`config.mk`:
```
export PLATFORM = sky130hd
export DESIGN_NAME = button_events
export DESIGN_NICKNAME = d
export VERILOG_FILES = /design/src/rtl/button_events.sv
export SDC_FILE = /design/constraint.sdc
export NUM_CORES = 1
export LEC_CHECK = 0
export CAP_MARGIN = 40
export CORE_ASPECT_RATIO = 1.2
export CORE_MARGIN = 2
export CORE_UTILIZATION = 53
export DETAILED_ROUTE_END_ITERATION = 16
export HOLD_SLACK_MARGIN = 0.15
export PLACE_DENSITY = 0.78
export SYNTH_ARGS = -nofsm -noshare
export SYNTH_HDL_FRONTEND = slang
export SYNTH_SLANG_ARGS = --single-unit
```
`constraint.sdc`:
```
create_clock -name i_clock -period 2.6 [get_ports i_clock]
set_input_delay 0.26 -clock i_clock [delete_from_list [all_inputs] [get_ports i_clock]]
set_output_delay 0.26 -clock i_clock [all_outputs]
set_load 0.05 [all_outputs]
```
`src/rtl/button_events.sv`:
```
// -----------------------------------------------------------------------------
// button_events
//
// Turns a debounced, already-synchronous button level into discrete events:
// a press pulse, a release pulse, a long-press pulse once the button has been
// held for HOLD_CYCLES clocks, and auto-repeat pulses every REPEAT_CYCLES
// clocks after that. A running 8-bit count of press/long-press/repeat events
// is also kept.
//
// Ports
//   i_clock         system clock, all logic on posedge
//   i_reset         synchronous active-high reset
//   i_clean         debounced button level (1 = pressed)
//   o_press         one-cycle pulse on press
//   o_release       one-cycle pulse on release
//   o_long_press    one-cycle pulse when the hold threshold is reached
//   o_repeat        one-cycle auto-repeat pulse while held
//   o_held          level, high while in the HELD state
//   o_event_count   running count of press, long_press and repeat pulses
// -----------------------------------------------------------------------------
module button_events #(
    parameter int HOLD_CYCLES   = 13_500_000,
    parameter int REPEAT_CYCLES = 2_700_000,
    parameter int CNT_WIDTH     = 24
) (
    input  logic       i_clock,
    input  logic       i_reset,
    input  logic       i_clean,
    output logic       o_press,
    output logic       o_release,
    output logic       o_long_press,
    output logic       o_repeat,
    output logic       o_held,
    output logic [7:0] o_event_count
);

    typedef enum logic [1:0] {
        ST_IDLE = 2'd0,
        ST_DOWN = 2'd1,
        ST_HELD = 2'd2
    } state_t;

    localparam logic [CNT_WIDTH-1:0] LP_HOLD_LAST   = CNT_WIDTH'(HOLD_CYCLES - 1);
    localparam logic [CNT_WIDTH-1:0] LP_REPEAT_LAST = CNT_WIDTH'(REPEAT_CYCLES - 1);

    state_t               r_state;
    logic [CNT_WIDTH-1:0] r_cnt;
    logic                 r_clean_q;
    logic                 r_press;
    logic                 r_release;
    logic                 r_long_press;
    logic                 r_repeat;
    logic                 r_held;
    logic [7:0]           r_event_count;

    state_t               w_state_nxt;
    logic [CNT_WIDTH-1:0] w_cnt_nxt;
    logic                 w_rise;
    logic                 w_press_nxt;
    logic                 w_release_nxt;
    logic                 w_long_nxt;
    logic                 w_rep_nxt;
    logic                 w_evt;

    assign w_rise = i_clean & ~r_clean_q;
    assign w_evt  = w_press_nxt | w_long_nxt | w_rep_nxt;

    // Next-state and pulse decode. A low level in DOWN/HELD is checked before
    // the terminal count so that a release on the terminal edge suppresses
    // the long-press / repeat pulse.
    always_comb begin
        w_state_nxt   = r_state;
        w_cnt_nxt     = r_cnt;
        w_press_nxt   = 1'b0;
        w_release_nxt = 1'b0;
        w_long_nxt    = 1'b0;
        w_rep_nxt     = 1'b0;
        case (r_state)
            ST_IDLE: begin
                w_cnt_nxt = '0;
                if (w_rise) begin
                    w_state_nxt = ST_DOWN;
                    w_press_nxt = 1'b1;
                end
            end
            ST_DOWN: begin
                if (!i_clean) begin
                    w_state_nxt   = ST_IDLE;
                    w_cnt_nxt     = '0;
                    w_release_nxt = 1'b1;
                end else if (r_cnt == LP_HOLD_LAST) begin
                    w_state_nxt = ST_HELD;
                    w_cnt_nxt   = '0;
                    w_long_nxt  = 1'b1;
                end else begin
                    w_cnt_nxt = r_cnt + CNT_WIDTH'(1);
                end
            end
            ST_HELD: begin
                if (!i_clean) begin
                    w_state_nxt   = ST_IDLE;
                    w_cnt_nxt     = '0;
                    w_release_nxt = 1'b1;
                end else if (r_cnt == LP_REPEAT_LAST) begin
                    w_cnt_nxt = '0;
                    w_rep_nxt = 1'b1;
                end else begin
                    w_cnt_nxt = r_cnt + CNT_WIDTH'(1);
                end
            end
            default: begin
                w_state_nxt = ST_IDLE;
                w_cnt_nxt   = '0;
            end
        endcase
    end

    // State, counter and registered outputs. During reset clean_q tracks the
    // input so a button held through reset release is not seen as a press.
    always_ff @(posedge i_clock) begin
        if (i_reset) begin
            r_state       <= ST_IDLE;
            r_cnt         <= '0;
            r_clean_q     <= i_clean;
            r_press       <= 1'b0;
            r_release     <= 1'b0;
            r_long_press  <= 1'b0;
            r_repeat      <= 1'b0;
            r_held        <= 1'b0;
            r_event_count <= 8'd0;
        end else begin
            r_state       <= w_state_nxt;
            r_cnt         <= w_cnt_nxt;
            r_clean_q     <= i_clean;
            r_press       <= w_press_nxt;
            r_release     <= w_release_nxt;
            r_long_press  <= w_long_nxt;
            r_repeat      <= w_rep_nxt;
            r_held        <= (w_state_nxt == ST_HELD);
            r_event_count <= r_event_count + 8'(w_evt);
        end
    end

    assign o_press       = r_press;
    assign o_release     = r_release;
    assign o_long_press  = r_long_press;
    assign o_repeat      = r_repeat;
    assign o_held        = r_held;
    assign o_event_count = r_event_count;

endmodule

```
==> metrics.md <==
| Metric | Value |
|---|---|
| Die Height | 70.7 µm |
| Setup tns final | 0 ns |
| Async set or reset register ratio after synthesis | 0 |
| Layout Nets | approximately 240 |
| Hold Path Stages | 1 |
| RR Startpoint | r_cnt[0]$_SDFF_PP0_ |
| Clock Power Share | 0.384 |
| Commonest non-fill, non-tap cells in the layout | dfxtp_1 (40), nand3_1 (15), clkdlybuf4s50_1 (15), a21oi_1 (14), xor2_1 (13) |
| Worst-skew pair later-pin latency | 0.29 ns |
| Placer congestion estimate | 0.839 |
| Max-capacitance violation count | 0 |
| I/O Pins | 16 |
| Slew HR | 0.672 |
| Status | finished clean |
| Vias | ~1600 |
| CTS tree | built |
| P&R area growth vs syn | 14.2% |
| Die width | about 60 µm |
| Crit start category | register |
| Hold Path Class | register to register |
| Layout Utilization | 0.623 |
| Vias in the first global route | 1575 |
| Worst reg2reg path endpoint | o_event_count[4]$_SDFF_PP0_ |
| Fmax achieved | approximately 440 MHz |
| Pwr Density | ~500 nW/µm² |
| Postcts setup bufs | 0 |
| VDD IR-drop max | about 0.32 mV |
| Worst Hold End | r_cnt[0]$_SDFF_PP0_ |
| Sequential area share after synthesis | 0.407 |
| Num CTS Buffers | 5 |
| Tightest Pin Transition | roughly 0.49 ns |
| Critical Path Fanout Max | 7 |
| Total track usage | 0.206 |
| Largest net degree at the start of global routing | 25 |
| CP Cell Sequence | ha_1 -> and4_1 -> nand4_4 -> nor3_1 -> o31a_1 -> ha_1 -> ha_1 -> nand3_1 -> xor2_1 -> nor2_1 |
| Clock tree buffer depth | 2 |
| Worst-path clk slew | 0.07 ns |
| Register share of total power | 0.568 |
| Root buffer cell | clkbuf_8 |
| Final setup fails | 0 |
| # fillers | 324 |
| Final WS setup | 0.314 ns |
| Flop2flop setup slack | between 0.3 and 0.4 ns |
| Starting Density | 0.546 |
| DRT iter0 DRCs | 63 |
| Slew Viols, Final | 0 |
| Buffers on Ports | 15 |
| Share of layout cells above drive strength 1 | 0.117 |
| Antenna-violating nets left | 0 |
| Hold path start | r_cnt[0]$_SDFF_PP0_ |
| Sw Pwr | around 240 µW |
| CP delay by family, top | simple AND/OR/NAND/NOR gates |
| Synth Warn # | 0 |
| Critical path required time | between 2 and 3 ns |
| Top_reg_cell synth | dfxtp_1 |
| Pre-CTS worst setup slack | 0.270 ns |
| Drt drc | 0 |
| Cell variety after synth | 45 |
| Syn Inst Count | 212 |
| Worst path max stage delay | about 0.4 ns |
| GRT Residual Overflow | 0 |
| Synthesized area per cell | 9.28 µm² |
| EDFF count, synth | 0 |
| Reg2reg path depth | 10 |
| Cts hold-fix bufs | 0 |
| Final Hold Violating Endpoints | 0 |
| Routed vias/inst | approximately 6.1 |
| First drt pass iteration count | 4 |
| Setup Skew | approximately 0.0052 ns |
| Most frequent standard cell in the layout excluding fill and tap cells | dfxtp_1 |
| Ant diodes | 0 |
| Final Critical Period | 2.29 ns |
| Worst path arrival time | about 2.5 ns |
| Die area | about 4200 µm² |
| HPWL after DPL | 2670 µm |
| Placed cells | roughly 260 |
| CP Buf/Inv Count | 0 |
| Routed length per instance | approximately 14 µm |
| Resize count post-CTS | 0 |
| Syn Nets | between 200 and 250 |
| Cell Rows | 24 |
| Power Internal | about 850 µW |
| CTS H-tree lvls | 2 |
| CTS sink cnt | 40 |
| Slowest CP cell | dfxtp_1 |
| Comb pwr share | 0.048 |
| Kind of critical path | register to register |
| RSZ-0062 raised after global routing | false |
| Routed wire length | slightly below 4000 µm |
| Mapped Area | around 2000 µm² |
| Sw Share | 0.223 |
| Most frequent CP cell | ha_1 |
| Initial antenna violation count | 0 |
| Tot Pwr | between 1 and 1.5 mW |
| Core region area | ~3600 µm² |
| Fin cells | between 200 and 300 |
| Seq cells post-synth | 40 |
| Part of the cycle the worst path needs | 0.879 |
| Lkg Pwr | roughly 0.74 nW |
| First-pass GRT wire length | a little under 7000 µm |
| Worst setup EP type | register |
==> sequential cells by signal, summed over array words and instances, names as in the netlist <==
name / cells
o_repeat: 1
o_held: 1
r_state: 2
o_press: 1
r_cnt: 24
o_event_count: 8
o_long_press: 1
o_release: 1
r_clean_q: 1
==> layout make-up <==
| class | count | area [µm²] | area share |
|---|---|---|---|
| multi-input cells | 158 | 1110 | 0.494 |
| flip-flops and latches | 40 | 801 | 0.357 |
| repair buffers | 18 | 173 | 0.0769 |
| clock buffers | 6 | 82.6 | 0.0368 |
| well taps | 39 | 48.8 | 0.0217 |
| inverters | 6 | 22.5 | 0.0100 |
| clock inverters | 2 | 10.0 | 0.00446 |
==> through the flow <==
step	hold slack [ns]	area, µm²
CTS	0.505	2240
global placement	0.465	2140
floorplan	0.288	1970
global route	0.521	2250
finish	0.506	2250
detailed placement	0.492	2140
==> routing by layer <==
metal / track usage / vias to the layer above / part of all wire
met5: 0 / - / 0
met4: 0.0790 / 0 / 0.019
met3: 0.0512 / 7 / 0.032
met2: 0.338 / 36 / 0.49
met1: 0.255 / 773 / 0.46
li1: - / 815 / -
==> power by group through the flow <==
stage / logic (mW) / clock network (mW) / registers, mW
global route: 0.0579 / 0.461 / 0.622
detailed placement: 0.0529 / 0 / 0.636
CTS: 0.0534 / 0.431 / 0.621
floorplan: 0.0251 / 0 / 0.646
finish: 0.0528 / 0.420 / 0.621
global placement: 0.0532 / 0 / 0.635
==> synth_stat cells, types with 2 or more instances <==
master / instances / share of area
nand2_1: 9 / 0.017
or4_1: 4 / 0.015
nand4_1: 7 / 0.022
xor2_1: 13 / 0.058
or3_1: 5 / 0.016
and4_2: 2 / 0.010
and2_1: 3 / 0.0095
nand4_2: 2 / 0.013
or3_2: 3 / 0.011
nor4bb_1: 2 / 0.010
nor3_1: 4 / 0.010
a22oi_1: 9 / 0.034
dfxtp_1: 40 / 0.41
o2111ai_2: 2 / 0.015
ha_1: 7 / 0.045
nor2b_1: 5 / 0.016
o31ai_1: 3 / 0.011
and3_1: 5 / 0.016
xnor2_1: 4 / 0.018
nor2_1: 9 / 0.017
or2_2: 2 / 0.0064
a22oi_2: 2 / 0.013
a21oi_1: 14 / 0.036
o21ai_0: 12 / 0.031
nand3_1: 15 / 0.038
buf_2: 4 / 0.010
buf_4: 2 / 0.0076
inv_1: 6 / 0.011
==> how the worst max path moves through the flow <==
stage / cells past startpoint / to / startpoint / slack (ns)
floorplan: 10 / o_event_count[5]$_SDFF_PP0_ / r_cnt[0]$_SDFF_PP0_ / 0.48
global placement: 10 / o_event_count[7]$_SDFF_PP0_ / r_cnt[0]$_SDFF_PP0_ / 0.40
detailed placement: 10 / o_event_count[7]$_SDFF_PP0_ / r_cnt[0]$_SDFF_PP0_ / 0.27
CTS: 10 / o_event_count[7]$_SDFF_PP0_ / r_cnt[0]$_SDFF_PP0_ / 0.26
global route: 10 / o_event_count[7]$_SDFF_PP0_ / r_cnt[0]$_SDFF_PP0_ / 0.0009
finish: 10 / o_event_count[4]$_SDFF_PP0_ / r_cnt[0]$_SDFF_PP0_ / 0.31
==> cell families after synthesis <==
| logic type | share of synthesized area |
|---|---|
| buffers and inverters | 0.0337 |
| AO/OA/AOI/OAI | 0.165 |
| AND/OR/NAND/NOR | 0.274 |
| flip-flops | 0.407 |
| adder cells (fa/ha/maj) | 0.0445 |
| XOR/XNOR | 0.0757 |
(Power assumes the default switching activity.)
